<file path="src/rtl/matmul_sequencer.sv">
// 4x4 unsigned matrix multiply sequencer: streams A and B out of a 1-cycle-latency SRAM
// into local registers, then emits one C element every 5 cycles (4 MAC + 1 EMIT).
module matmul_sequencer #(
    parameter int A_BASE = 0,
    parameter int B_BASE = 16
) (
    input  logic        clk,
    input  logic        reset,
    input  logic        start,
    output logic        busy,
    output logic        done,
    output logic        sram_en,
    output logic [10:0] sram_addr,
    input  logic [17:0] sram_rdata,
    output logic        res_valid,
    output logic [3:0]  res_idx,
    output logic [17:0] res_data
);

    typedef enum logic [2:0] {IDLE, LOAD, LOAD_WAIT, MAC, EMIT, FINISH} state_t;

    localparam logic [10:0] A_ADDR = 11'(A_BASE);
    localparam logic [10:0] B_ADDR = 11'(B_BASE);

    state_t      state;
    logic [4:0]  cnt;
    logic [1:0]  i, j, k;
    logic [17:0] acc;
    logic [7:0]  a_mem [16];
    logic [7:0]  b_mem [16];

    logic [7:0]  a_op, b_op;
    logic [15:0] prod;
    logic [17:0] acc_next;
    logic [4:0]  cnt_inc;
    logic [4:0]  cap_idx;
    logic [10:0] addr_next;
    logic        unused_upper;

    // Only the low byte of each SRAM word is an element.
    assign unused_upper = ^sram_rdata[17:8];

    always_comb begin
        a_op      = a_mem[{i, k}];
        b_op      = b_mem[{k, j}];
        prod      = 16'(a_op) * 16'(b_op);
        acc_next  = ((k == 2'd0) ? 18'd0 : acc) + {2'b00, prod};
        cnt_inc   = cnt + 5'd1;
        cap_idx   = cnt - 5'd1;
        addr_next = cnt_inc[4] ? (B_ADDR + {7'd0, cnt_inc[3:0]})
                               : (A_ADDR + {7'd0, cnt_inc[3:0]});
    end

    // Read data trails its address by one cycle, so LOAD captures element cnt-1
    // and LOAD_WAIT picks up the final B element. Contents need no reset.
    always_ff @(posedge clk) begin
        if (!reset) begin
            if (state == LOAD && cnt != 5'd0) begin
                if (!cap_idx[4])
                    a_mem[cap_idx[3:0]] <= sram_rdata[7:0];
                else
                    b_mem[cap_idx[3:0]] <= sram_rdata[7:0];
            end else if (state == LOAD_WAIT) begin
                b_mem[15] <= sram_rdata[7:0];
            end
        end
    end

    always_ff @(posedge clk) begin
        if (reset) begin
            state     <= IDLE;
            busy      <= 1'b0;
            done      <= 1'b0;
            sram_en   <= 1'b0;
            sram_addr <= 11'd0;
            res_valid <= 1'b0;
            res_idx   <= 4'd0;
            res_data  <= 18'd0;
            acc       <= 18'd0;
            cnt       <= 5'd0;
            i         <= 2'd0;
            j         <= 2'd0;
            k         <= 2'd0;
        end else begin
            case (state)
                IDLE: begin
                    if (start) begin
                        state     <= LOAD;
                        busy      <= 1'b1;
                        sram_en   <= 1'b1;
                        sram_addr <= A_ADDR;
                        cnt       <= 5'd0;
                    end
                end
                LOAD: begin
                    if (cnt == 5'd31) begin
                        state   <= LOAD_WAIT;
                        sram_en <= 1'b0;
                    end else begin
                        cnt       <= cnt_inc;
                        sram_addr <= addr_next;
                    end
                end
                LOAD_WAIT: begin
                    state <= MAC;
                    i     <= 2'd0;
                    j     <= 2'd0;
                    k     <= 2'd0;
                end
                MAC: begin
                    acc <= acc_next;
                    k   <= k + 2'd1;
                    // The final term is folded straight into the result register.
                    if (k == 2'd3) begin
                        state     <= EMIT;
                        res_valid <= 1'b1;
                        res_idx   <= {i, j};
                        res_data  <= acc_next;
                    end
                end
                EMIT: begin
                    res_valid <= 1'b0;
                    if ({i, j} == 4'hF) begin
                        state <= FINISH;
                        done  <= 1'b1;
                    end else begin
                        state  <= MAC;
                        {i, j} <= {i, j} + 4'd1;
                    end
                end
                FINISH: begin
                    done  <= 1'b0;
                    busy  <= 1'b0;
                    state <= IDLE;
                end
                default: state <= IDLE;
            endcase
        end
    end

endmodule

</file>
<file path="config.mk">
export PLATFORM = sky130hd
export DESIGN_NAME = matmul_sequencer
export DESIGN_NICKNAME = d
export VERILOG_FILES = /design/src/rtl/matmul_sequencer.sv
export SDC_FILE = /design/constraint.sdc
export NUM_CORES = 1
export LEC_CHECK = 0
export BUFFER_PORTS_ARGS = -buffer_cell sky130_fd_sc_hd__buf_2
export CORE_MARGIN = 2
export CORE_UTILIZATION = 56
export DETAILED_ROUTE_END_ITERATION = 8
export PLACE_DENSITY = 0.76
export SETUP_SLACK_MARGIN = 0.2
export SYNTH_ARGS = -nofsm -noshare
export SYNTH_HDL_FRONTEND = slang
export SYNTH_SLANG_ARGS = --single-unit
export TNS_END_PERCENT = 10
</file>
<file path="constraint.sdc">
create_clock -name clk -period 5.1 [get_ports clk]
set_input_delay 0.51 -clock clk [delete_from_list [all_inputs] [get_ports clk]]
set_output_delay 0.51 -clock clk [all_outputs]
set_load 0.02 [all_outputs]
</file>
---- After elaboration in Yosys (flattened, before gate mapping) ----
Memory sizes are Yosys's and may differ from the RTL's.
Cells that the tools add are included.
word-level totals
  register bits ........................... 69
  RAM bits ................................ 256
  input port bits ......................... 21
  output and inout bits ................... 37
  word-level logic and storage cells ...... 96
  memories kept ........................... 2
operators by class
  add/sub/neg operators ................... 6
  multiply operators ...................... 1
  equal/unequal tests ..................... 14
  mux-type cells .......................... 41
  reduce and logical (&&, ||, !) cells .... 19
memories
  memory  depth  width  read ports  clocked after Yosys merged registers in  write ports  line  RTL
  a_mem   16     8      1           0                                        1            29    logic [7:0] a_mem [16];
  b_mem   16     8      1           0                                        1            30    logic [7:0] b_mem [16];
operators by type and width
  cell                 number
  $mux 11              2
  $pmux 11 s2          1
  $add 18x16->18       1
  $mux 18              1
  $mux 1               17
  $mul 8x8->16         1
  $pmux 3 s5           1
  $mux 3               4
  $pmux 2 s2           3
  $reduce_bool 2->1    6
  $mux 5               2
  $ne 2x2->1 const B   5
  $pmux 5 s2           1
  $reduce_and 2->1     5
  $reduce_and 3->1     3
  $mux 8               1
  $pmux 1 s2           4
  $reduce_or 8->1      1
  $add 5x4->6 const A  1
  $eq 3x2->1 const B   2
  $eq 3x3->1 const B   2
  $mux 6               1
  $add 5x1->5 const B  1
  $eq 5x5->1 const B   1
  13 further kinds     14

---- Logic depth before layout (Yosys ltp) ----
Gate-level depths: netlist of run 1.
  word-level depth ........................ 7
  gate-level depth with buffers ........... 21
  depth with buffers taken out ............ 17

---- Least setup slack after synthesis of run 1 ----
Ideal clock, no wire load.
  path kind ............................... reg2reg
  from .................................... reg k[0]
  to ...................................... reg acc[14]
  setup time .............................. 0.106 ns
  data arrival time ....................... 5.542 ns
  data required time ...................... 4.994 ns
  slack ................................... -0.548 ns
  cell stages (with the launch flop) ...... 19
  path buffers ............................ 1
  period minus slack after synthesis ...... 5.648 ns
  cells stage by stage .................... dfxtp_1 > buf_2 > mux4_2 > mux4_2 > and2_1 > fa_1 > inv_1 > fa_1 > inv_1 > fa_1 > inv_1 > fa_1 > inv_1 > ha_1 > a21oi_1 > nand2_1 > o21ai_1 > nand2_1 > o311ai_0
between the ends
  cells in the longest elaborated chain, start to end .. 3
  elaborated cells on any way between the ends .. 6
  classes of those cells .................. add/sub: 1; mul: 1; mux: 1; reduce/logical: 1; memory: 2
RTL lines
  element                                         line    RTL
  start, declared                                 27      logic [1:0] i, j, k;
  start signal, assigned                          112     k <= k + 2'd1;
  $mem_v2 16x8, or another cell as far along      n/a
  $mul 8x8->16 / $mux 18 (equally long branches)  46, 47
  $add 18x16->18 *                                47      acc_next = ((k == 2'd0) ? 18'd0 : acc) + {2'b00, prod};
  end signal, assigned                            111     acc <= acc_next;
  end, declared                                   28      logic [17:0] acc;
Every way passes the cells marked *; elsewhere a longest branch is shown, timed or not.
A chain may end at the register's enable or synchronous reset.

---- Worst setup path in the final report of run 1 ----
  from .................................... reg k[0]
  to ...................................... reg acc[15]
Same word-level chain as after synthesis.

==> results of run 1 <==
[cells in the mapped netlist (10+ instances only)]
master      n
nor2b_1    13
mux4_2     80
buf_2      11
inv_1      92
nand3_1    32
nand2b_1   14
ha_1       49
nand4_1    10
and2_1     48
edfxtp_1  256
nand2_1    94
clkbuf_1   28
nor3_1     14
o21ai_0    12
a21oi_1    49
nor2_1     62
dfxtp_1    58
fa_1       50
[stage by stage]
step / utilization, % / setup WS [ns]
global route: 66.5 / -0.732
floorplan: - / -0.241
CTS: 66.0 / -0.577
global placement: 61.3 / -0.472
finish: 66.5 / -0.557
detailed placement: 61.3 / -0.569
[final cells by class]
cell class	instances	area, um2	share of cell area (%)
clock buffers	36	795	4.45
clock inverters	21	228	1.27
inverters	93	349	1.95
multi-input cells	627	6010	33.7
flip-flops and latches	314	8850	49.6
well taps	341	427	2.39
repair buffers	148	1200	6.70
[layer usage]
| metal | GRT usage, % | vias to the layer above |
|---|---|---|
| met5 | 0 | - |
| met2 | 42.7 | 370 |
| met4 | 6.73 | 0 |
| met1 | 33.6 | 4737 |
| met3 | 3.26 | 66 |
| li1 | - | 4222 |
[timing repair]
item / CTS / global route
resized for setup: 25 / 19
endpoints found under the setup margin: 24 / 27
setup buffers: 18 / 6
cloned: 1 / 0
pin swaps: 14 / 13
[power by group through the flow]
stage,clock network (uW),registers [uW],logic [uW]
global placement,0,2840,377
global route,2420,2790,470
finish,2320,2790,427
CTS,2330,2790,409
floorplan,0,2840,243
detailed placement,0,2840,389
[state kept, by name, indices dropped and copies added, names as in the netlist]
| signal | count |
|---|---|
| done | 1 |
| busy | 1 |
| k | 2 |
| a_mem | 128 |
| state | 3 |
| i | 2 |
| sram_en | 1 |
| acc | 18 |
| res_data | 18 |
| sram_addr | 5 |
| res_idx | 4 |
| j | 2 |
| res_valid | 1 |
| b_mem | 128 |
[critical path, delay by kind of cell (launching register included)]
kind,cells,cell delay [ns]
AO/OA/AOI/OAI,1,0.29
adder cells (fa/ha/maj),5,2.29
buffers and inverters,6,0.51
flip-flops,1,0.41
multiplexers,2,1.15
AND/OR/NAND/NOR,5,0.94
[logic make-up after synthesis]
logic type	after synthesis
AO/OA/AOI/OAI	106
AND/OR/NAND/NOR	317
adder cells (fa/ha/maj)	99
other	1
flip-flops	314
multiplexers	86
buffers and inverters	148
XOR/XNOR	13
[placed cells by master (no fill, tap or decap), types with 5 or more instances in the layout]
cell	count
edfxtp_1	256
nand2_1	92
inv_1	90
buf_4	90
mux4_2	80
nor2_1	60
dfxtp_1	56
fa_1	45
ha_1	44
and2_1	43
a21oi_1	42
buf_2	41
nand3_1	32
clkbuf_16	31
nand2b_1	14
nor2b_1	13
nor3_1	13
buf_12	12
o21ai_0	11
nand4_1	10
clkinv_1	8
xnor2_1	7
or3_1	7
o211ai_1	7
mux2i_1	6
and3_1	6
a21oi_2	6
conb_1	6
and2_4	5
xor2_1	5
a211oi_1	5
fa_2	5
clkbuf_1	5
[path summary, 6_finish.rpt]
| path | start | to | slack [ns] | cells after the start |
|---|---|---|---|---|
| setup / recovery | k[0]$_SDFFE_PP0P_ | acc[15]$_SDFFE_PP0P_ | -0.56 | 19 |
| hold / removal | start | sram_addr[3]$_SDFFE_PP0P_ | 0.34 | 3 |
| setup reg to reg | k[0]$_SDFFE_PP0P_ | acc[15]$_SDFFE_PP0P_ | -0.56 | 19 |
| hold reg to reg | res_idx[3]$_SDFFE_PP0P_ | res_idx[3]$_SDFFE_PP0P_ | 0.45 | 2 |
==> flow_metrics.py, run 1 <==
metrics = {
    "pwr": {
        "p_clk_share_pct": 41.9,
        "combPwrFrac_pct": 7.7,
        "switching_share_pct": 22.8,
        "leakagePower_uw": 0.00650,
        "seqPwrFrac_pct": 50.3,
        "ir_drop_mv": 0.312,
        "p_int_uw": 4270,
        "powerDensity_nw_per_um2": 310,
        "power_uw": 5540,
        "p_switching_uw": 1270,
    },
    "placed_design": {
        "port_buffers": 41,
        "dpl-instance-area_um2": 16500,
        "placed_cells": 1498,
        "gp_congestion": 0.806,
        "dp_hpwl_um": 23000,
    },
    "yosys": {
        "synth_top_family_by_area": "multiplexers",
        "yosys.area_share.simple_pct": 10.2,
        "synth-compound-area-share_pct": 4.38,
        "synth_top_area_share_pct": 50.2,
        "synth_area_per_cell_um2": 14.1,
        "syn_inst": 1084,
        "yosysTopAreaCell": "edfxtp_1",
        "synth_adder_area_share_pct": 10.5,
        "yosys.cell_types.count": 53,
        "yosysWarningCount": 0,
        "synthXorXnorAreaFrac_pct": 0.744,
        "ys_ff_latch": 314,
        "synth_ff_type": "edfxtp_1",
        "yosysSeqAreaShare_pct": 57.8,
        "muxShareOfSynthArea_pct": 12.2,
        "synth_area_leaders": "edfxtp_1 50%, mux4_2 12%, dfxtp_1 7.6%",
        "synth.cell_area_um2": 15300,
        "ys_async_sr_fraction_pct": 0,
        "synth_edf_count": 256,
    },
    "drt": {
        "finalWirelength_um": 34600,
        "met3_length_um": 2300,
        "drc": 0,
        "highest_layer": "met4",
        "first_pass_iters": 7,
        "antenna_left": 0,
        "drt_iter0_drc": 788,
        "via_per_inst": 5.95,
        "post_drt_wl_per_cell_um": 21.9,
        "drt-met1-wl_um": 14100,
        "wl_met2_um": 17300,
        "num_vias": 9395,
    },
    "outcome": {
        "status": "finished, violations left",
        "failed_checks": "setup timing",
    },
    "sta": {
        "postLayoutSetupSlackWorst_ns": -0.557,
        "fmax_mhz": 177,
        "finClkSkew_ns": 0.0133,
        "slew_violations": 0,
        "fin_crit_sh_pct": 111,
        "max_slew_margin_pct": 29.0,
        "rsz0062_at_grt": "true",
        "finalSetupViolCount": 22,
        "setup-tns-final_ns": -8.02,
        "whs_ns": 0.341,
        "fin_crit_ns": 5.66,
        "finalHoldViolCount": 0,
        "worstMarginPinSlew_ns": 1.06,
    },
    "flow_run": {
        "drv_cap": 0,
    },
    "critical_path": {
        "cp-start-kind": "flip-flop",
        "cp_data_arrival_time_ns": 6.18,
        "cpMaxStageDelayCell": "mux4_2",
        "cp.required_ns": 5.62,
        "worstSetupEndpointType": "flip-flop",
        "path_cells": "buf_12 -> mux4_2 -> mux4_2 -> and2_4 -> fa_1 -> inv_2 -> fa_1 -> inv_1 -> fa_1 -> inv_1 -> fa_1 -> inv_2 -> ha_4 -> nand2_4 -> o211ai_1 -> nand4_1 -> buf_4 -> or4_4 -> nand4_1",
        "max_stage_delay_ns": 0.59,
        "worstSetupPathType": "flip-flop to flip-flop",
        "crit_fanout": 7,
        "path_common_cell": "fa_1",
    },
    "layout": {
        "final_nets": 1335,
        "area_growth_pct": 16.7,
        "layout.cells.non_filler": 1580,
        "drive_above_1_share_pct": 25.7,
        "fillers": 1880,
        "stdcell_area_um2": 17900,
        "diodes": 0,
    },
    "clock_network": {
        "cts_buffers": 31,
        "path_clk_slew_ns": 0.07,
        "hold_buffers": 0,
        "clk_latency_ns": 0.59,
        "clockBufferDepth": 3,
        "htree_levels": 1,
        "root_buffer": "clkbuf_16",
        "cts_tree": "yes",
        "clock-sinks": 314,
    },
    "die": {
        "die_width_um": 169,
        "die-area_um2": 28700,
        "rows": 60,
        "initial_utilization_pct": 56.9,
        "io_pins": 58,
        "die_y_um": 169,
        "core_region_area_um2": 26900,
    },
    "global_routing": {
        "grt_use_total_pct": 24.8,
        "grt_pass1_wl_um": 54000,
        "antenna_found_initial": 0,
        "grt_max_degree": 56,
        "grt_pass1_vias": 9500,
        "overflow": 0,
    },
    "min_path": {
        "hold_path.class": "input pin to flip-flop",
    },
}
Power figures use the tool's default switching activity.
==> run 2: changes to the inputs <==
Settings changed: SKIP_CTS_REPAIR_TIMING set to 1.
==> flow_metrics.py, run 2 (synthesis results as in run 1) <==
metrics = {
    "min_path": {
        "min_from": "start",
        "whs_path_depth": 3,
        "hold_path.class": "input pin to flip-flop",
        "worstHoldEndpoint": "sram_addr[3]$_SDFFE_PP0P_",
    },
    "sta": {
        "finClkSkew_ns": 0.0151,
        "setup-tns-final_ns": -7.42,
        "finalSetupViolCount": 21,
        "slew_violations": 0,
        "rsz0062_at_grt": "true",
        "fin_crit_ns": 5.71,
        "fin_crit_sh_pct": 112,
        "postLayoutSetupSlackWorst_ns": -0.607,
        "max_slew_margin_pct": 29.3,
        "fmax_mhz": 175,
        "worstMarginPinSlew_ns": 1.06,
        "finalHoldViolCount": 0,
    },
    "die": {
        "die_y_um": 169,
        "core_region_area_um2": 26900,
        "initial_utilization_pct": 56.9,
        "die-area_um2": 28700,
        "io_pins": 58,
        "die_width_um": 169,
        "rows": 60,
    },
    "critical_path": {
        "worstSetupEndpointType": "flip-flop",
        "cp-start-kind": "flip-flop",
        "r2r_start": "k[0]$_SDFFE_PP0P_",
        "regToRegSetupSlack_ns": -0.61,
        "r2r-end": "acc[15]$_SDFFE_PP0P_",
        "r2r_cells": 19,
        "crit_fanout": 11,
        "worstSetupPathType": "flip-flop to flip-flop",
        "cp_data_arrival_time_ns": 6.22,
        "cp.required_ns": 5.62,
    },
    "pwr": {
        "p_switching_uw": 1250,
        "p_clk_share_pct": 42.0,
        "p_int_uw": 4260,
        "seqPwrFrac_pct": 50.6,
        "leakagePower_uw": 0.00636,
        "combPwrFrac_pct": 7.3,
        "ir_drop_mv": 0.324,
        "power_uw": 5510,
        "switching_share_pct": 22.6,
        "powerDensity_nw_per_um2": 313,
    },
    "placed_design": {
        "port_buffers": 41,
        "pre_cts_slack_ns": -0.569,
        "gp_congestion": 0.806,
        "placed_cells": 1498,
        "dpl-instance-area_um2": 16500,
        "dp_hpwl_um": 23000,
    },
    "global_routing": {
        "grt_pass1_wl_um": 53500,
        "antenna_found_initial": 0,
        "grt_max_degree": 56,
        "grt_use_total_pct": 24.5,
        "overflow": 0,
        "grt_pass1_vias": 9365,
    },
    "drt": {
        "post_drt_wl_per_cell_um": 21.7,
        "drt_iter0_drc": 731,
        "antenna_left": 0,
        "first_pass_iters": 7,
        "via_per_inst": 5.94,
        "num_vias": 9250,
        "finalWirelength_um": 33800,
        "drc": 0,
    },
    "clock_network": {
        "root_buffer": "clkbuf_16",
        "clockBufferDepth": 3,
        "cts_buffers": 31,
        "path_clk_slew_ns": 0.06,
        "clk_latency_ns": 0.58,
        "cts_tree": "yes",
        "htree_levels": 1,
        "clock-sinks": 314,
    },
    "outcome": {
        "failed_checks": "setup timing",
        "status": "finished, violations left",
    },
    "layout": {
        "mostFrequentLayoutCell": "edfxtp_1",
        "diodes": 0,
        "area_growth_pct": 14.8,
        "drive_above_1_share_pct": 22.9,
        "layout_common_cells": "256 x edfxtp_1, 93 x nand2_1, 91 x inv_1, 80 x mux4_2, 71 x buf_4",
        "final_nets": 1312,
        "fillers": 1901,
        "stdcell_area_um2": 17600,
        "layout.cells.non_filler": 1557,
    },
    "flow_run": {
        "drv_cap": 0,
    },
}
[run 2: worst max path at each step]
stage | startpoint | end | slack, ns | depth (start not counted)
global route | k[0]$_SDFFE_PP0P_ | acc[15]$_SDFFE_PP0P_ | -0.81 | 19
detailed placement | k[0]$_SDFFE_PP0P_ | acc[15]$_SDFFE_PP0P_ | -0.57 | 19
finish | k[0]$_SDFFE_PP0P_ | acc[15]$_SDFFE_PP0P_ | -0.61 | 19
CTS | k[0]$_SDFFE_PP0P_ | acc[15]$_SDFFE_PP0P_ | -0.61 | 19
floorplan | j[0]$_SDFFE_PP0P_ | acc[15]$_SDFFE_PP0P_ | -0.24 | 19
global placement | j[0]$_SDFFE_PP0P_ | acc[15]$_SDFFE_PP0P_ | -0.47 | 19
[run 2: cell type report]
cell class | count | area (um2) | area share [%]
multi-input cells | 627 | 5930 | 33.8
flip-flops and latches | 314 | 8860 | 50.4
inverters | 93 | 349 | 1.99
clock buffers | 36 | 795 | 4.52
clock inverters | 21 | 228 | 1.30
repair buffers | 125 | 981 | 5.58
well taps | 341 | 427 | 2.43
[run 2: layer usage]
| layer | wire length [um] | share of wire [%] | vias up | track usage, % |
|---|---|---|---|---|
| li1 | - | - | 4181 | - |
| met3 | 2300 | 6.8 | 68 | 3.33 |
| met1 | 13800 | 41 | 4622 | 33.6 |
| met5 | 0 | 0 | - | 0 |
| met4 | 994 | 2.9 | 0 | 7.13 |
| met2 | 16700 | 49 | 379 | 41.5 |
[run 2: power by group through the flow]
stage | clock [uW] | sequential, uW | combinational, uW
after floorplan | 0 | 2840 | 243
after global placement | 0 | 2840 | 377
after detailed placement | 0 | 2840 | 389
after CTS | 2330 | 2790 | 392
after global routing | 2420 | 2790 | 448
final | 2310 | 2790 | 404
[run 2: critical path, stage by stage, from the launching register on]
cell and delay, ns:
dfxtp_4 0.39, buf_12 0.16, mux4_2 0.56, mux4_2 0.58
and2_4 0.18, fa_1 0.53, inv_1 0.05, fa_1 0.49
inv_1 0.05, fa_1 0.48, inv_1 0.05, fa_1 0.49
inv_2 0.04, ha_4 0.27, nand2_2 0.05, o211ai_1 0.30
nand4_1 0.17, buf_4 0.19, or4_1 0.53, nand4_1 0.08
[run 2: per-stage QoR]
step	util [%]	hold slack [ns]
2_1_floorplan	-	0.432
3_3_place_gp	61.3	0.440
3_5_place_dp	61.3	0.445
4_1_cts	65.1	0.332
5_1_grt	65.4	0.356
6_report	65.4	0.345
==> run 3: changes to the inputs <==
Settings changed: BUFFER_PORTS_ARGS -buffer_cell sky130_fd_sc_hd__buf_2 to unset, CORE_UTILIZATION 56 to 58, CTS_CLUSTER_SIZE set to 28, DONT_BUFFER_PORTS set to 1.
==> flow_metrics.py, run 3 (synthesis results as in run 1) <==
metrics = {
    "placed_design": {
        "dp_hpwl_um": 22000,
        "gp_congestion": 0.816,
        "dpl-instance-area_um2": 16200,
        "port_buffers": 0,
    },
    "pwr": {
        "p_switching_uw": 1210,
        "seqPwrFrac_pct": 50.5,
        "power_uw": 5530,
        "ir_drop_mv": 0.355,
        "leakagePower_uw": 0.00621,
        "p_int_uw": 4320,
        "switching_share_pct": 21.9,
        "combPwrFrac_pct": 6.4,
        "powerDensity_nw_per_um2": 317,
        "p_clk_share_pct": 43.1,
    },
    "drt": {
        "via_per_inst": 6.01,
        "antenna_left": 0,
        "first_pass_iters": 5,
        "finalWirelength_um": 33800,
        "drt_iter0_drc": 933,
        "post_drt_wl_per_cell_um": 22.2,
        "num_vias": 9128,
        "drc": 0,
    },
    "sta": {
        "max_slew_margin_pct": 35.1,
        "finalHoldViolCount": 0,
        "postLayoutSetupSlackWorst_ns": -0.534,
        "fin_crit_sh_pct": 110,
        "fin_crit_ns": 5.63,
        "rsz0062_at_grt": "true",
        "slew_violations": 0,
        "fmax_mhz": 177,
        "finalSetupViolCount": 22,
        "finClkSkew_ns": 0.0111,
        "worstMarginPinSlew_ns": 0.970,
    },
    "clock_network": {
        "clock-sinks": 314,
        "htree_levels": 1,
        "cts_buffers": 31,
        "root_buffer": "clkbuf_16",
        "clockBufferDepth": 3,
        "path_clk_slew_ns": 0.07,
        "cts_tree": "yes",
        "clk_latency_ns": 0.59,
    },
    "critical_path": {
        "cpMaxStageDelayCell": "mux4_2",
        "path_cells": "buf_4 -> mux4_2 -> mux4_2 -> and2_4 -> fa_1 -> inv_2 -> fa_1 -> inv_1 -> fa_1 -> inv_1 -> fa_1 -> inv_2 -> ha_4 -> nand2_2 -> o211ai_1 -> nand4_1 -> or4_1 -> nand4_1",
        "crit_fanout": 6,
        "worstSetupPathType": "flip-flop to flip-flop",
        "worstSetupEndpointType": "flip-flop",
        "cp_data_arrival_time_ns": 6.15,
        "cp.required_ns": 5.62,
        "cp-start-kind": "flip-flop",
        "max_stage_delay_ns": 0.57,
        "path_common_cell": "fa_1",
    },
    "global_routing": {
        "grt_use_met1_pct": 34.4,
        "overflow": 0,
        "use_met3_pct": 4.33,
        "busiest_layer": "met2",
        "grt_max_degree": 57,
        "grt_pass1_wl_um": 52800,
        "grtUsageMet2_pct": 40.9,
        "grt_pass1_vias": 9279,
        "grt_use_total_pct": 24.7,
        "antenna_found_initial": 0,
    },
    "die": {
        "die-area_um2": 27700,
        "rows": 59,
        "io_pins": 58,
        "die_y_um": 166,
        "die_width_um": 166,
        "core_region_area_um2": 26000,
        "initial_utilization_pct": 58.9,
    },
    "layout": {
        "drive_above_1_share_pct": 21.2,
        "stdcell_area_um2": 17500,
        "mostFrequentLayoutCell": "edfxtp_1",
        "diodes": 0,
        "area_growth_pct": 14.2,
        "final_nets": 1280,
        "layout_common_cells": "256 x edfxtp_1, 91 x nand2_1, 90 x inv_1, 81 x buf_4, 80 x mux4_2",
    },
    "min_path": {
        "hold_path.class": "input pin to flip-flop",
    },
    "outcome": {
        "status": "finished, violations left",
        "failed_checks": "setup timing",
    },
    "flow_run": {
        "drv_cap": 0,
    },
}
[run 3: cell count changes in the layout (fill, tap and decap cells not counted), moves of 2 or more]
cell and delta:
buf_2 -41, buf_4 +10, clkinv_1 -2, clkinvlp_4 +2
fa_1 +3, fa_2 -3, nand2_1 -2, nand2_2 +2
o311ai_0 +3, o311ai_1 -3
[run 3: power by group through the flow]
stage / registers [uW] / clock network [uW] / logic, uW
2_1_floorplan: 2840 / 0 / 243
3_3_place_gp: 2850 / 0 / 319
3_5_place_dp: 2850 / 0 / 324
4_1_cts: 2790 / 2410 / 328
5_1_grt: 2790 / 2500 / 397
6_report: 2790 / 2380 / 356
[run 3: final cells by class]
type / count / area, um2
flip-flops and latches: 314 / 8860
fillers: 1749 / 8520
multi-input cells: 627 / 5950
repair buffers: 93 / 830
clock buffers: 36 / 805
well taps: 335 / 419
inverters: 93 / 349
clock inverters: 22 / 265
[run 3: layer usage]
metal / up-vias / routed length, um
met5: - / 0
met4: 0 / 961
met3: 67 / 2590
met2: 356 / 16500
met1: 4594 / 13700
li1: 4111 / -
[run 3: final timing paths]
path	from	to	slack, ns	cells after the start
hold / removal	sram_rdata[7]	a_mem[2][7]$_DFFE_PP_	0.02	0
hold reg to reg	acc[0]$_SDFFE_PP0P_	acc[0]$_SDFFE_PP0P_	0.46	2
setup reg to reg	k[0]$_SDFFE_PP0P_	acc[15]$_SDFFE_PP0P_	-0.53	18
setup / recovery	k[0]$_SDFFE_PP0P_	acc[15]$_SDFFE_PP0P_	-0.53	18
[run 3: through the flow]
| stage | setup WS (ns) | std cells | setup TNS (ns) | utilization, % | hold WS, ns |
|---|---|---|---|---|---|
| floorplan | -0.241 | 1089 | -1.51 | - | 0.432 |
| global placement | -0.395 | 1453 | -6.32 | 62.5 | 0.440 |
| detailed placement | -0.510 | 1453 | -8.15 | 62.5 | 0.444 |
| CTS | -0.494 | 1511 | -8.08 | 66.6 | -0.0270 |
| global route | -0.655 | 1520 | -12.02 | 67.2 | 0.00215 |
| finish | -0.534 | 1520 | -7.85 | 67.2 | 0.0200 |
[run 3: critical path, delay by kind of cell (launching register included)]
| family | cells | cell delay (ns) |
|---|---|---|
| AOI/OAI and AO/OA | 1 | 0.33 |
| adders and majority gates | 5 | 2.28 |
| buffers and inverters | 5 | 0.36 |
| DFF | 1 | 0.44 |
| muxes | 2 | 1.11 |
| and+or+nand+nor | 5 | 1.07 |
